`src/rtl/led_cmd_tx_pkg.sv`:
```
// Shared types and constants for the LED command transmitter.
package led_cmd_tx_pkg;

   typedef enum logic [1:0] {
      IDLE  = 2'd0,
      START = 2'd1,
      DATA  = 2'd2,
      STOP  = 2'd3
   } tx_state_e;

   localparam logic [7:0]  CMD_BASE   = 8'h31;
   localparam int unsigned FRAME_BITS = 10;
   localparam int unsigned NUM_REQ    = 4;

endpackage

```
`src/rtl/uart_tx_core.sv`:
```
// 8N1 serializer: accepts one byte per valid/ready handshake, LSB first, idle high.
module uart_tx_core
   import led_cmd_tx_pkg::*;
#(
   parameter int unsigned DIV = 20
) (
   input  logic       clk,
   input  logic       rst_n,
   input  logic       in_valid,
   input  logic [7:0] in_data,
   output logic       in_ready_c,
   output logic       active_c,
   output logic       tx
);

   localparam int unsigned BAUD_W = (DIV > 1) ? $clog2(DIV) : 1;

   tx_state_e         state_q, state_d;
   logic [BAUD_W-1:0] baud_q, baud_d;
   logic [2:0]        bit_q, bit_d;
   logic [7:0]        shift_q, shift_d;
   logic              tx_q, tx_d;
   logic              baud_last;

   assign baud_last = (baud_q == BAUD_W'(DIV - 1));

   // Next-state logic; tx is registered alongside the state transition.
   always_comb begin
      state_d    = state_q;
      baud_d     = baud_q;
      bit_d      = bit_q;
      shift_d    = shift_q;
      tx_d       = tx_q;
      in_ready_c = 1'b0;
      case (state_q)
         IDLE: begin
            in_ready_c = 1'b1;
            if (in_valid) begin
               shift_d = in_data;
               baud_d  = '0;
               state_d = START;
               tx_d    = 1'b0;
            end
         end
         START: begin
            if (baud_last) begin
               baud_d  = '0;
               bit_d   = '0;
               state_d = DATA;
               tx_d    = shift_q[0];
            end else begin
               baud_d = baud_q + BAUD_W'(1);
            end
         end
         DATA: begin
            if (baud_last) begin
               baud_d = '0;
               if (bit_q == 3'd7) begin
                  state_d = STOP;
                  tx_d    = 1'b1;
               end else begin
                  bit_d   = bit_q + 3'd1;
                  shift_d = {1'b0, shift_q[7:1]};
                  tx_d    = shift_q[1];
               end
            end else begin
               baud_d = baud_q + BAUD_W'(1);
            end
         end
         STOP: begin
            if (baud_last) begin
               baud_d     = '0;
               in_ready_c = 1'b1;
               if (in_valid) begin
                  shift_d = in_data;
                  state_d = START;
                  tx_d    = 1'b0;
               end else begin
                  state_d = IDLE;
               end
            end else begin
               baud_d = baud_q + BAUD_W'(1);
            end
         end
         default: state_d = IDLE;
      endcase
   end

   always_ff @(posedge clk or negedge rst_n) begin
      if (!rst_n) begin
         state_q <= IDLE;
         baud_q  <= '0;
         bit_q   <= '0;
         shift_q <= '0;
         tx_q    <= 1'b1;
      end else begin
         state_q <= state_d;
         baud_q  <= baud_d;
         bit_q   <= bit_d;
         shift_q <= shift_d;
         tx_q    <= tx_d;
      end
   end

   assign active_c = (state_q != IDLE);
   assign tx       = tx_q;

endmodule

```
`src/rtl/led_cmd_tx.sv`:
```
// Request edge detection, pending merge and command queue feeding the UART serializer.
module led_cmd_tx
   import led_cmd_tx_pkg::*;
#(
   parameter int unsigned CLOCK_FREQ_HZ = 80000000,
   parameter int unsigned BAUD_RATE     = 4000000,
   parameter int unsigned FIFO_DEPTH    = 4
) (
   input  logic                            clk,
   input  logic                            rst_n,
   input  logic [3:0]                      req,
   output logic                            tx,
   output logic                            busy,
   output logic                            overflow,
   output logic [$clog2(FIFO_DEPTH):0]     fifo_level
);

   localparam int unsigned DIV   = CLOCK_FREQ_HZ / BAUD_RATE;
   localparam int unsigned PTR_W = $clog2(FIFO_DEPTH);
   localparam int unsigned LVL_W = PTR_W + 1;

   logic [NUM_REQ-1:0] req_prev_q, pending_q, pending_d;
   logic               overflow_q, overflow_d;
   logic [7:0]         mem_q [FIFO_DEPTH];
   logic [7:0]         mem_d [FIFO_DEPTH];
   logic [PTR_W-1:0]   wr_ptr_q, wr_ptr_d, rd_ptr_q, rd_ptr_d;
   logic [LVL_W-1:0]   level_q, level_d;

   logic [NUM_REQ-1:0] edges, clr_mask;
   logic [1:0]         k;
   logic               full, push, pop, core_ready, core_active;
   logic [7:0]         cmd;

   assign edges = req & ~req_prev_q;
   assign full  = (level_q == LVL_W'(FIFO_DEPTH));
   assign push  = (|pending_q) && !full;
   assign pop   = (level_q != '0) && core_ready;
   assign cmd   = CMD_BASE + 8'(k);

   // Lowest set pending index wins the single write slot.
   always_comb begin
      k = '0;
      for (int i = NUM_REQ - 1; i >= 0; i--) begin
         if (pending_q[i]) k = 2'(i);
      end
   end

   always_comb begin
      clr_mask   = push ? (NUM_REQ'(1) << k) : '0;
      // A fresh edge on the bit being drained this cycle is not a loss.
      pending_d  = (pending_q & ~clr_mask) | edges;
      overflow_d = overflow_q | (|(edges & pending_q & ~clr_mask));
      mem_d      = mem_q;
      wr_ptr_d   = wr_ptr_q;
      rd_ptr_d   = rd_ptr_q;
      level_d    = level_q;
      if (push) begin
         mem_d[wr_ptr_q] = cmd;
         wr_ptr_d        = wr_ptr_q + PTR_W'(1);
      end
      if (pop) rd_ptr_d = rd_ptr_q + PTR_W'(1);
      case ({push, pop})
         2'b10:   level_d = level_q + LVL_W'(1);
         2'b01:   level_d = level_q - LVL_W'(1);
         default: level_d = level_q;
      endcase
   end

   always_ff @(posedge clk or negedge rst_n) begin
      if (!rst_n) begin
         req_prev_q <= '0;
         pending_q  <= '0;
         overflow_q <= 1'b0;
         wr_ptr_q   <= '0;
         rd_ptr_q   <= '0;
         level_q    <= '0;
         for (int i = 0; i < FIFO_DEPTH; i++) mem_q[i] <= '0;
      end else begin
         req_prev_q <= req;
         pending_q  <= pending_d;
         overflow_q <= overflow_d;
         wr_ptr_q   <= wr_ptr_d;
         rd_ptr_q   <= rd_ptr_d;
         level_q    <= level_d;
         mem_q      <= mem_d;
      end
   end

   uart_tx_core #(.DIV(DIV)) u_core (
      .clk        (clk),
      .rst_n      (rst_n),
      .in_valid   (level_q != '0),
      .in_data    (mem_q[rd_ptr_q]),
      .in_ready_c (core_ready),
      .active_c   (core_active),
      .tx         (tx)
   );

   assign busy       = core_active || (level_q != '0) || (|pending_q);
   assign overflow   = overflow_q;
   assign fifo_level = level_q;

endmodule

```
`config.mk`:
```
export PLATFORM = sky130hd
export DESIGN_NAME = led_cmd_tx
export DESIGN_NICKNAME = d
export VERILOG_FILES = /design/src/rtl/led_cmd_tx_pkg.sv /design/src/rtl/uart_tx_core.sv /design/src/rtl/led_cmd_tx.sv
export SDC_FILE = /design/constraint.sdc
export NUM_CORES = 1
export LEC_CHECK = 0
export BUFFER_PORTS_ARGS = -buffer_cell sky130_fd_sc_hd__buf_2
export CORE_ASPECT_RATIO = 1.2
export CORE_MARGIN = 2
export CORE_UTILIZATION = 25
export DETAILED_ROUTE_END_ITERATION = 6
export GPL_TIMING_DRIVEN = 1
export PLACE_DENSITY_LB_ADDON = 0.05
export SLEW_MARGIN = 20
export SYNTH_ARGS = -nofsm -noshare
export SYNTH_HDL_FRONTEND = slang
export SYNTH_HIERARCHICAL = 1
export SYNTH_SLANG_ARGS = --single-unit
```
`constraint.sdc`:
```
create_clock -name clk -period 2.9 [get_ports clk]
set_clock_uncertainty 0.1 [all_clocks]
set_input_delay 0.87 -clock clk [delete_from_list [all_inputs] [get_ports clk]]
set_output_delay 0.87 -clock clk [all_outputs]
set_load 0.02 [all_outputs]
```
==> impl_metrics.py <==
metrics = {
    "outcome": {
        "status": "finished clean",
    },
    "layout": {
        "drive_above_1_share": 0.2174,
        "final_core_util": 0.2915,
        "fin_nets": 276,
        "final_area_mm2": 0.003065,
        "area_delta_synth_final_pct": 14.17,
        "layout_commonest_cell": "dfrtp_1",
        "final_cell_mix": "dfrtp_1 (50), inv_1 (19), ha_1 (17)",
        "antenna_cells": 0,
    },
    "synthesis": {
        "synth_ff_type": "dfrtp_1",
        "netlist_instances": 231,
        "synth_top_area_frac": 0.4660,
        "yosys.cell_types.count": 47,
        "synth_seq_cells": 51,
        "synth_area_per_cell_um2": 11.62,
        "yosysWarnings": 6,
        "yosysTopAreaCell": "dfrtp_1",
        "synth_edf_count": 0,
        "async_flop_share": 1.000,
        "syn_area_mm2": 0.002685,
        "ys_seq_area_frac": 0.4758,
        "synth.area.top_cells": "dfrtp_1 (47%), ha_1 (7.9%), mux2_2 (5.5%)",
    },
    "timing": {
        "finalSetupTns_ns": 0,
        "finalSetupViolations": 0,
        "hold_viol": 0,
        "finalCriticalPeriod_ns": 2.826,
        "tightest_slew_ns": 0.7275,
        "worst_slack_ns": 0.07417,
        "fin_crit_sh": 0.9744,
        "maxSlewHeadroom": 0.5150,
        "fmax_mhz": 353.9,
        "drv_slew": 0,
        "rsz0062_at_grt": "no",
        "hold_ws_ns": 0.3675,
    },
    "clock_network": {
        "cts.repair.resized": 0,
        "cts_max_level": 2,
        "clk_pin_slew_ns": 0.07,
        "cts_tree": "done",
        "cts_made_buffers": 5,
        "insertion_delay_ns": 0.29,
        "cts_setup_buffers": 0,
        "clockBufferDepth": 2,
        "numClockSinks": 51,
        "postCtsHoldBufs": 0,
        "root_buffer": "clkbuf_16",
    },
    "floorplan": {
        "start_util": 0.2553,
        "rows": 41,
        "ios": 12,
        "core_area_mm2": 0.01052,
        "die_x_um": 98.61,
        "dieArea_mm2": 0.01159,
        "chipHeight_um": 117.5,
    },
    "placed_design": {
        "hpwl_um": 3841,
        "gp_congestion": 0.6739,
        "pre_cts_ws_ns": 0.3494,
        "placed_area_mm2": 0.002928,
        "io_buffers": 11,
    },
    "drt": {
        "wire_per_inst_um": 14.13,
        "ant_nets": 0,
        "routed_wl_um": 5398,
        "vias": 1689,
        "drc": 0,
        "first_iter_violations": 37,
        "drt_first_pass_iters": 4,
        "viasPerCell": 4.421,
    },
    "global_route": {
        "grt_max_degree": 52,
        "gr-total-overflow": 0,
        "grtUsageTotal": 0.1039,
        "antenna_found_initial": 0,
        "first_global_vias": 1751,
        "grt_pass1_wl_um": 9446,
    },
    "worst_setup_path": {
        "cp_max_fo": 5,
        "cpPeakStageDelay_ns": 0.61,
        "cp-start-kind": "flip-flop",
        "crit_required_ns": 1.93,
        "worst_setup_path_end_kind": "output port",
        "r2r_start": "u_core/baud_q[0]",
        "cp.buffers_inverters": 1,
        "crit_arrival_ns": 1.86,
        "worstSetupPathType": "flip-flop to output port",
        "cp-startpoint": "pending_q[1]",
        "path_delay_family": "simple AND/OR/NAND/NOR gates",
        "cp_cell_sequence": "or4_1 -> or3_1 -> buf_2",
        "slowest_stage": "or4_1",
        "r2r_setup_slack_ns": 0.35,
    },
    "run": {
        "maxCapViolations": 0,
    },
    "pwr": {
        "leakage_nw": 1.345,
        "irDropWorstVdd_uv": 374.4,
        "power.density_mw_per_mm2": 1083,
    },
    "min_path": {
        "hold_path.class": "flip-flop to flip-flop",
        "min_from": "mem_q[13]",
    },
}
[cell usage after synthesis, drive strengths merged (2+ instances only)]
| library cell | count |
|---|---|
| a22o | 9 |
| mux2i | 8 |
| inv | 19 |
| and2 | 2 |
| ha | 17 |
| clkbuf | 3 |
| nand3b | 6 |
| dfrtp | 50 |
| nand2 | 10 |
| nand3 | 8 |
| a31oi | 2 |
| xnor2 | 3 |
| o22ai | 2 |
| o21bai | 2 |
| nor2b | 2 |
| mux4 | 4 |
| or4 | 2 |
| xor2 | 3 |
| a21oi | 11 |
| or3 | 3 |
| nor2 | 13 |
| mux2 | 13 |
| o31ai | 3 |
| o21ai | 8 |
| nand2b | 7 |
| buf | 5 |
[cells by family (layout without fill, tap and decap cells)]
kind of cell               after synthesis  count (layout)  synth area share
and+or+nand+nor                         59              59            0.1351
buffers and inverters                   27              47           0.04473
xor gates and xnor gates                 6               6           0.01957
AOI/OAI and AO/OA                       44              44            0.1188
other                                    1               3          0.001397
adders and majority gates               18              18           0.08667
DFF                                     51              51            0.4758
muxes                                   25              25            0.1179
[per-layer routing]
metal,vias to the layer above,part of all wire,track usage
met5,-,0,0
met4,0,0.019,0.04110
met3,6,0.021,0.02316
met2,11,0.48,0.1616
met1,824,0.48,0.1401
li1,848,-,-
[flip-flops by register name, summed over array words and instances (netlist names)]
register	flops
u_core/baud_q	5
u_core/state_q	2
mem_q	16
u_core/tx	1
fifo_level	3
u_core/bit_q	3
u_core/shift_q	8
overflow	1
req_prev_q	4
rd_ptr_q	2
wr_ptr_q	2
pending_q	4
[report_power, final]
part	internal (mW)	switching [mW]
clock network	0.320	0.260
logic	0.721	0.807
registers	0.988	0.224
[area by class of cell]
type / instances / area, µm²
clock buffers: 7 / 132.6
clock inverters: 1 / 5.005
fillers: 1084 / 7451
inverters: 19 / 71.32
multi-input cells: 155 / 1295
flip-flops and latches: 51 / 1277
well taps: 129 / 161.4
repair buffers: 20 / 122.6
[through the flow]
stage / instances / power (mW)
2_1_floorplan: 233 / 2.405
3_3_place_gp: 374 / 2.820
3_5_place_dp: 374 / 2.794
4_1_cts: 382 / 3.406
5_1_grt: 382 / 3.657
6_report: 382 / 3.321
[path summary, 6_finish.rpt]
check                      cells after the start               end
setup / recovery                               3              busy
hold / removal                                 1         mem_q[13]
min in group asynchronous                      2  u_core/baud_q[3]
max in group asynchronous                      2         mem_q[26]
hold reg to reg                                1         mem_q[13]
setup reg to reg                              12     fifo_level[2]
No activity file was read; power rests on OpenSTA's default activity.
